--- src/rtl/led_seq_counter.sv ---
// led_seq_counter: prescaled LED bank counter with up/down/bounce/hold modes.
// A single clk domain throughout; the prescaler produces a one-cycle step tick
// (clock enable) rather than a derived clock.
module led_seq_counter #(
  parameter int unsigned WIDTH    = 8,
  parameter int unsigned DIV_BITS = 24,
  parameter int unsigned SEL_BITS = 2,
  parameter int unsigned TAP_LO   = 20,
  parameter bit          WRAP     = 1'b1
) (
  input  logic                clk,
  input  logic                reset,
  input  logic [SEL_BITS-1:0] sel,
  input  logic [1:0]          mode,
  input  logic                en,
  input  logic                load,
  input  logic [WIDTH-1:0]    load_val,
  output logic [WIDTH-1:0]    led,
  output logic                dir,
  output logic                tick,
  output logic                tc
);

  localparam int unsigned IDX_W = (DIV_BITS > 1) ? $clog2(DIV_BITS) : 1;
  localparam logic [WIDTH-1:0] MAX = '1;

  typedef enum logic [1:0] {
    MODE_UP     = 2'b00,
    MODE_DOWN   = 2'b01,
    MODE_BOUNCE = 2'b10,
    MODE_HOLD   = 2'b11
  } mode_e;

  logic [DIV_BITS-1:0] r_presc;
  logic [SEL_BITS-1:0] r_sel_q;
  logic                r_tap_q;
  logic                r_tick;
  logic [WIDTH-1:0]    r_led;
  logic                r_dir;
  logic                r_tc;

  logic [IDX_W-1:0]    w_tap_idx;
  logic [IDX_W-1:0]    w_new_idx;
  logic                w_tap;
  logic                w_new_tap;
  logic                w_sel_chg;
  logic                w_step;
  logic [WIDTH-1:0]    w_led_nxt;
  logic                w_dir_nxt;
  logic                w_tc_nxt;

  // Tap selection for the registered rate and for an incoming rate change.
  assign w_tap_idx = IDX_W'(TAP_LO) + IDX_W'(r_sel_q);
  assign w_new_idx = IDX_W'(TAP_LO) + IDX_W'(sel);
  assign w_tap     = r_presc[w_tap_idx];
  assign w_new_tap = r_presc[w_new_idx];
  assign w_sel_chg = (sel != r_sel_q);

  // Free-running prescaler, rate register and tap rising-edge detector.
  // On a rate change the edge detector is reloaded from the new tap and the
  // tick is suppressed so the switch never produces a spurious step.
  always_ff @(posedge clk or posedge reset) begin
    if (reset) begin
      r_presc <= '0;
      r_sel_q <= '0;
      r_tap_q <= 1'b0;
      r_tick  <= 1'b0;
    end else begin
      r_presc <= r_presc + DIV_BITS'(1);
      r_sel_q <= sel;
      if (w_sel_chg) begin
        r_tap_q <= w_new_tap;
        r_tick  <= 1'b0;
      end else begin
        r_tap_q <= w_tap;
        r_tick  <= w_tap & ~r_tap_q;
      end
    end
  end

  // Next counter value, direction and terminal-count strobe.
  always_comb begin
    w_led_nxt = r_led;
    w_dir_nxt = r_dir;
    w_tc_nxt  = 1'b0;
    w_step    = r_tick & en & (mode != MODE_HOLD);
    if (load) begin
      w_led_nxt = load_val;
    end else if (w_step) begin
      unique case (mode_e'(mode))
        MODE_UP: begin
          w_dir_nxt = 1'b1;
          if (r_led == MAX) begin
            w_tc_nxt  = 1'b1;
            w_led_nxt = WRAP ? '0 : MAX;
          end else begin
            w_led_nxt = r_led + WIDTH'(1);
          end
        end
        MODE_DOWN: begin
          w_dir_nxt = 1'b0;
          if (r_led == '0) begin
            w_tc_nxt  = 1'b1;
            w_led_nxt = WRAP ? MAX : '0;
          end else begin
            w_led_nxt = r_led - WIDTH'(1);
          end
        end
        MODE_BOUNCE: begin
          if (r_dir) begin
            if (r_led == MAX) begin
              w_led_nxt = MAX - WIDTH'(1);
              w_dir_nxt = 1'b0;
              w_tc_nxt  = 1'b1;
            end else begin
              w_led_nxt = r_led + WIDTH'(1);
            end
          end else begin
            if (r_led == '0) begin
              w_led_nxt = WIDTH'(1);
              w_dir_nxt = 1'b1;
              w_tc_nxt  = 1'b1;
            end else begin
              w_led_nxt = r_led - WIDTH'(1);
            end
          end
        end
        default: begin
          w_led_nxt = r_led;
        end
      endcase
    end
  end

  // Counter state register.
  always_ff @(posedge clk or posedge reset) begin
    if (reset) begin
      r_led <= '0;
      r_dir <= 1'b1;
      r_tc  <= 1'b0;
    end else begin
      r_led <= w_led_nxt;
      r_dir <= w_dir_nxt;
      r_tc  <= w_tc_nxt;
    end
  end

  assign led  = r_led;
  assign dir  = r_dir;
  assign tick = r_tick;
  assign tc   = r_tc;

endmodule

--- config.mk ---
export PLATFORM = sky130hd
export DESIGN_NAME = led_seq_counter
export DESIGN_NICKNAME = d
export VERILOG_FILES = /design/src/rtl/led_seq_counter.sv
export SDC_FILE = /design/constraint.sdc
export NUM_CORES = 1
export LEC_CHECK = 0
export BUFFER_PORTS_ARGS = -buffer_cell sky130_fd_sc_hd__buf_2
export CORE_MARGIN = 8
export CORE_UTILIZATION = 65
export CTS_BUF_LIST = sky130_fd_sc_hd__clkbuf_8
export CTS_CLUSTER_DIAMETER = 200
export DETAILED_ROUTE_END_ITERATION = 12
export PLACE_DENSITY_LB_ADDON = 0.15
export SKIP_LAST_GASP = 1
export SLEW_MARGIN = 30
export SYNTH_ARGS = -nofsm -noshare
export SYNTH_HDL_FRONTEND = slang
export SYNTH_SLANG_ARGS = --single-unit
--- constraint.sdc ---
create_clock -name clk -period 4.06 [get_ports clk]
set_input_delay 0.203 -clock clk [delete_from_list [all_inputs] [get_ports clk]]
set_output_delay 0.203 -clock clk [all_outputs]
set_load 0.02 [all_outputs]
==> out/metrics.cfg, run 1 <==
[floorplan]
coreArea_mm2 = 0.00363
io_pins = 27
die_h_um = 77.3
dieArea_mm2 = 0.00597
die_w_um = 77.3
initial_utilization_pct = 67.1
rows = 22

[timing]
setup_viol = 0
drv_slew = 0
finalHoldViolations = 0
worst_pin_slew_ns = 0.760
fin_skew_ns = 0.00785
slew_headroom_pct = 48.9
fin_crit_ns = 2.52
fmax_mhz = 396
rsz0062_at_grt = no
period_share_pct = 62.1
tns_ns = 0

[synth]
ys_seq_area_share_pct = 39.0
syn_nets = 296
synth.largest_area_cell = dfrtp_1
postSynthCellCount = 272
synth-warning-count = 0
postSynthAreaPerCell_um2 = 8.97
ys_async_sr_fraction_pct = 100
synth_most_common_cell = dfrtp_1
ys.flop_type = dfrtp_1
ys_ff_latch = 38
synth_top_area_share_pct = 37.9
synthDistinctLibCells = 55
yosys-top-cells-area = dfrtp_1 38%, xnor2_1 8.3%, ha_1 4.1%, nand3_1 3.7%, nand2_1 3.2%
synth_edf_count = 0
synth_commonest_cells = 37 x dfrtp_1, 23 x xnor2_1, 21 x nand2_1, 18 x nand3_1, 15 x nor2_1
synthesis.area_mm2 = 0.00244

[critical_path]
cp-start-kind = flip-flop
cp_slowest_cell = or4b_1
crit_chain = inv_1 > ha_1 > or4b_1 > or2_0 > a31oi_1 > o221ai_1 > o311a_1
arrival_ns = 2.69
critPathMaxStageDelay_ns = 0.54
path_class = reg -> reg
end_kind = flip-flop
critPathMaxFanout = 12
worstPathRequired_ns = 4.23

[power_and_ir_drop]
p_leak_nw = 1.13
switching_share_pct = 26.9
p_sw_w = 0.000232
power.density_mw_per_mm2 = 324
clkPwrFrac_pct = 37.6
comb_power_share_pct = 14.6
vdd_drop_max_v = 0.000316
p_int_w = 0.000631
pwr-share-seq_pct = 47.9

[clock_network]
cts_max_level = 2
insertion_delay_ns = 0.29
cts_resized = 0
cts_max_path_buffers = 2
clockRootBuffer = clkbuf_8
cts.sinks = 38
cts_made_buffers = 5
postCtsSetupRepairBufs = 0
path_clk_slew_ns = 0.07
cts.hold.buffers_added = 0
cts_tree = done

[finish]
nets = 312
layout-drive-gt1-share_pct = 14.2
insertedDiodeCount = 0
final_cells = 336
fill_cells = 282
stdcell_area_mm2 = 0.00266
seq_area_um2 = 952
area_growth_pct = 9.18
multi_input_area_mm2 = 0.00135

[route]
drtIter0Drc = 288
drt_pre_antenna_iters = 5
drt-total-wl_um = 5860
drc = 0
wl_per_cell_um = 17.4
vias = 2157
ant_nets = 0
viasPerCell = 6.42

[global_route]
overflow = 0
grt_max_degree = 39
first_global_vias = 2079
grt_usage_pct = 19.7
antenna_found_initial = 0
grt_pass1_wl_um = 9750

[placed_design]
io_buffer_count = 26
hpwlAfterDp_um = 4130
gp_congestion = 0.951
place_area_mm2 = 0.00255
dp_cells = 329

[hold_path]
hold_path.class = in -> async

[run_status]
status = completed

[flow_run]
cap_violations = 0

## cell usage in the layout (no fill, tap or decap), types with 4 or more instances in the layout
cell / synthesis / layout
o21ai_0: 9 / 9
buf_2: 8 / 26
clkbuf_8: 0 / 6
a211oi_1: 5 / 5
dfrtp_1: 37 / 37
nor3_1: 11 / 11
a31oi_1: 7 / 7
nand3_1: 18 / 18
nand2_1: 21 / 21
inv_1: 14 / 14
ha_1: 8 / 8
and3_1: 6 / 6
a21oi_1: 12 / 12
nand4_1: 5 / 5
xor2_1: 5 / 5
nor2_1: 15 / 15
xnor2_1: 23 / 23
o211ai_1: 4 / 4
## cell families after synthesis
group                      count (synthesis)  share of synthesized area (%)
muxes                                      4                           2.21
DFF                                       38                           39.0
and+or+nand+nor                          101                           21.6
adders and majority gates                  8                           4.10
buffers and inverters                     32                           5.95
xor gates and xnor gates                  28                           10.1
AOI/OAI and AO/OA                         61                           17.0
## area by class of cell
| cell class | instances | share of cell area, % |
|---|---|---|
| Tap cell | 48 | 2.25 |
| Inverter | 14 | 1.97 |
| Multi-Input combinational cell | 202 | 50.6 |
| Clock buffer | 6 | 3.10 |
| Sequential cell | 38 | 35.7 |
| Clock inverter | 1 | 1.13 |
| Timing Repair Buffer | 27 | 5.17 |
## path summary, 6_finish.rpt
check                      startpoint         end  slack (ns)  depth (start not counted)
min in group clk               sel[1]  r_sel_q[1]        0.06                          1
max in group asynchronous       reset         dir        3.70                          3
min reg2reg                   r_tap_q        tick        0.42                          1
max                            led[0]      led[3]        1.54                          7
min                             reset      led[5]       0.003                          3
max reg2reg                    led[0]      led[3]        1.54                          7
## through the flow
stage          utilization (%)  setup WS [ns]  power [W]  hold WS, ns
5_1_grt                   73.3           1.47   0.000897       0.0473
3_3_place_gp              70.0           1.74   0.000539        0.339
3_5_place_dp              70.2           1.66   0.000542        0.340
6_report                  73.3           1.54   0.000863      0.00312
2_1_floorplan                -           1.73   0.000509        0.234
4_1_cts                   73.3           1.61   0.000869       0.0247
## critical path: cells and delay by family (launching register included)
family                   cells  cell delay [ns]
adder cells (fa/ha/maj)      1             0.18
flip-flops                   1             0.50
AO/OA/AOI/OAI                3             0.62
AND/OR/NAND/NOR              2             0.97
buffers and inverters        1             0.13
## sequential cells by signal, indices dropped and copies added, names as in the netlist
signal,flops
r_tap_q,1
tc,1
led,8
dir,1
r_presc,24
tick,1
r_sel_q,2
## routing by layer
layer	vias to the layer above	track usage, %	wire length [um]
met2	114	33.1	2800
met3	18	4.66	492
met4	0	7.74	133
met1	1010	23.6	2440
met5	-	0	0
li1	1015	-	-
## power by group through the flow
stage	registers (W)	logic, W	clock network [W]
after detailed placement	0.000419	0.000123	0
after floorplan	0.000412	0.0000965	0
final	0.000413	0.000126	0.000324
after CTS	0.000412	0.000124	0.000333
after global routing	0.000415	0.000138	0.000344
after global placement	0.000419	0.000120	0
Note: power is estimated with default switching activity, not from simulation.
==> run 2, diff against run 1 <==
--- a/config.mk
+++ b/config.mk
@@ -7,7 +7,7 @@
 export LEC_CHECK = 0
 export BUFFER_PORTS_ARGS = -buffer_cell sky130_fd_sc_hd__buf_2
 export CORE_MARGIN = 8
-export CORE_UTILIZATION = 65
+export CORE_UTILIZATION = 61
 export CTS_BUF_LIST = sky130_fd_sc_hd__clkbuf_8
 export CTS_CLUSTER_DIAMETER = 200
 export DETAILED_ROUTE_END_ITERATION = 12
==> constraint.sdc (replaced) <==
create_clock -name clk -period 2.4 [get_ports clk]
set_input_delay 0.12 -clock clk [delete_from_list [all_inputs] [get_ports clk]]
set_output_delay 0.12 -clock clk [all_outputs]
set_load 0.02 [all_outputs]
==> run 2 against run 1 <==
Compared with the run above: cell area up 3.7%; die area up 5.2%; global-route usage up 0.30 points; sequential power is 62% higher; clock skew shrank 0.0040 ns; worst setup slack worse by 1.4 ns; total power grew 63%; sequential share of layout area fell by 1.3 points; clock power rose by 45%; non-clock buffer count increased by 15; critical path type unchanged; critical endpoint is now led[1]; largest power group unchanged.
==> out/metrics.cfg, run 2 (same netlist as run 1, synthesis figures left out) <==
[run_status]
status = completed

[critical_path]
worstPathRequired_ns = 2.58  ; -1.65 ns
cp-start-kind = flip-flop
critPathMaxFanout = 7  ; -5
reg2reg_from = led[0]
r2r-end = led[1]
ff2ff_setup_slack_ns = 0.18  ; -1.35 ns
arrival_ns = 2.40  ; -0.29 ns
path_class = reg -> reg
ff2ff_path_depth = 7  ; unchanged
end_kind = flip-flop

[clock_network]
path_clk_slew_ns = 0.08  ; about the same
insertion_delay_ns = 0.30  ; about the same
cts_max_level = 2  ; unchanged
cts.sinks = 38  ; unchanged
clockRootBuffer = clkbuf_8
cts_tree = done
cts_made_buffers = 5  ; unchanged
cts_max_path_buffers = 2  ; unchanged
postCtsSetupRepairBufs = 0  ; unchanged

[finish]
final_cells = 354  ; +5.4%
area_growth_pct = 13.2
final_common_cell = dfrtp_1
nets = 327  ; +4.8%
post-route-util_pct = 70.6  ; -2.7 points
stdcell_area_mm2 = 0.00276  ; +3.7%
layout-drive-gt1-share_pct = 17.4  ; +3.2 points
largest_reg_flops = 24  ; unchanged
layout_common_cells = 37 x dfrtp_1, 26 x buf_2, 23 x xnor2_1
fill_cells = 332  ; +18%
top_register = r_presc
insertedDiodeCount = 0  ; unchanged

[floorplan]
initial_utilization_pct = 62.3  ; -4.8 points
die_h_um = 79.2  ; +2.6%
coreArea_mm2 = 0.00391  ; +7.7%
io_pins = 27  ; unchanged
die_w_um = 79.2  ; +2.6%
dieArea_mm2 = 0.00628  ; +5.2%
rows = 23  ; +4.5%

[global_route]
first_global_vias = 2084  ; +0.24%
grt_usage_pct = 20.0  ; +0.30 points
overflow = 0  ; unchanged
grt_pass1_wl_um = 10000  ; +3.0%
antenna_found_initial = 0  ; unchanged
grt_max_degree = 24  ; -38%

[timing]
fin_crit_ns = 2.22  ; -0.305 ns
fmax_mhz = 451  ; +14%
tns_ns = 0  ; unchanged
fin_skew_ns = 0.00387  ; -0.00398 ns
worst_pin_slew_ns = 0.618  ; -0.142 ns
slew_headroom_pct = 58.7  ; +9.8 points
drv_slew = 0  ; unchanged
period_share_pct = 92.4  ; +30 points
rsz0062_at_grt = no
finalHoldViolations = 0  ; unchanged
setup_viol = 0  ; unchanged

[hold_path]
hold_depth = 3
min-delay-start = load_val[0]
hold_path.class = in -> reg
min_to = led[0]

[flow_run]
cap_violations = 0  ; unchanged

[power_and_ir_drop]
vdd_drop_max_v = 0.000390  ; +23%
p_leak_nw = 1.19  ; +5.6%
power.density_mw_per_mm2 = 509  ; +57%
p_total_w = 0.00141  ; +63%

[placed_design]
io_buffer_count = 26  ; unchanged
hpwlAfterDp_um = 4230  ; +2.2%
gp_congestion = 0.917  ; -3.6%
place_area_mm2 = 0.00264  ; +3.4%
dp_cells = 343  ; +4.3%

[route]
viasPerCell = 6.29  ; -2.0%
ant_nets = 0  ; unchanged
vias = 2227  ; +3.2%
wl_per_cell_um = 17.0  ; -2.7%
drc = 0  ; unchanged
drt_pre_antenna_iters = 4  ; -1
drtIter0Drc = 171  ; -41%
drt-total-wl_um = 6010  ; +2.5%

run 2: area by class of cell:
type	count	area (um^2)	area share, %
tap	50	62.6	2.26
inverter	14	52.6	1.90
clock buffer	6	82.6	2.99
sequential	38	952	34.5
timing repair buffer	42	258	9.33
multi-input combinational	202	1340	48.6
clock inverter	2	12.5	0.453
run 2: critical path: stages (launching register included):
cell and delay, ns:
dfrtp_1 0.39, inv_1 0.09, ha_1 0.19, or4b_1 0.55, or2_1 0.38, a41oi_1 0.25, a31oi_1 0.11, a2bb2oi_1 0.15
run 2: per-stage QoR:
step | hold WS [ns] | setup WS, ns
after floorplan | 0.151 | 0.0715
after global placement | 0.218 | 0.214
after detailed placement | 0.223 | 0.173
after CTS | 0.0331 | 0.123
after global routing | 0.0498 | 0.0613
final | 0.0323 | 0.182
run 2: report_power, final:
group	switching (W)	internal, W
combinational	0.000166	0.0000997
clock	0.000239	0.000231
sequential	0.0000163	0.000655
run 2: layer usage:
layer	GRT usage (%)	part of all wire (%)	vias up
met2	32.0	49	121
met3	4.85	7.6	11
li1	-	-	1038
met5	0	0	-
met1	25.1	42	1057
met4	8.70	1.8	0
run 2: worst max-delay path by stage:
stage | start | endpoint | slack (ns) | cells after the start
3_3_place_gp | led[0] | led[1] | 0.21 | 7
6_report | led[0] | led[1] | 0.18 | 7
4_1_cts | led[0] | led[1] | 0.12 | 7
5_1_grt | led[0] | led[1] | 0.06 | 7
3_5_place_dp | led[0] | led[1] | 0.17 | 7
2_1_floorplan | led[0] | led[1] | 0.07 | 10
run 2: repair_timing:
item,in CTS,in global routing
hold buffers,3,0
endpoints found under the setup margin,0,1
hold endpoints to repair,17,0
resized for setup,0,1
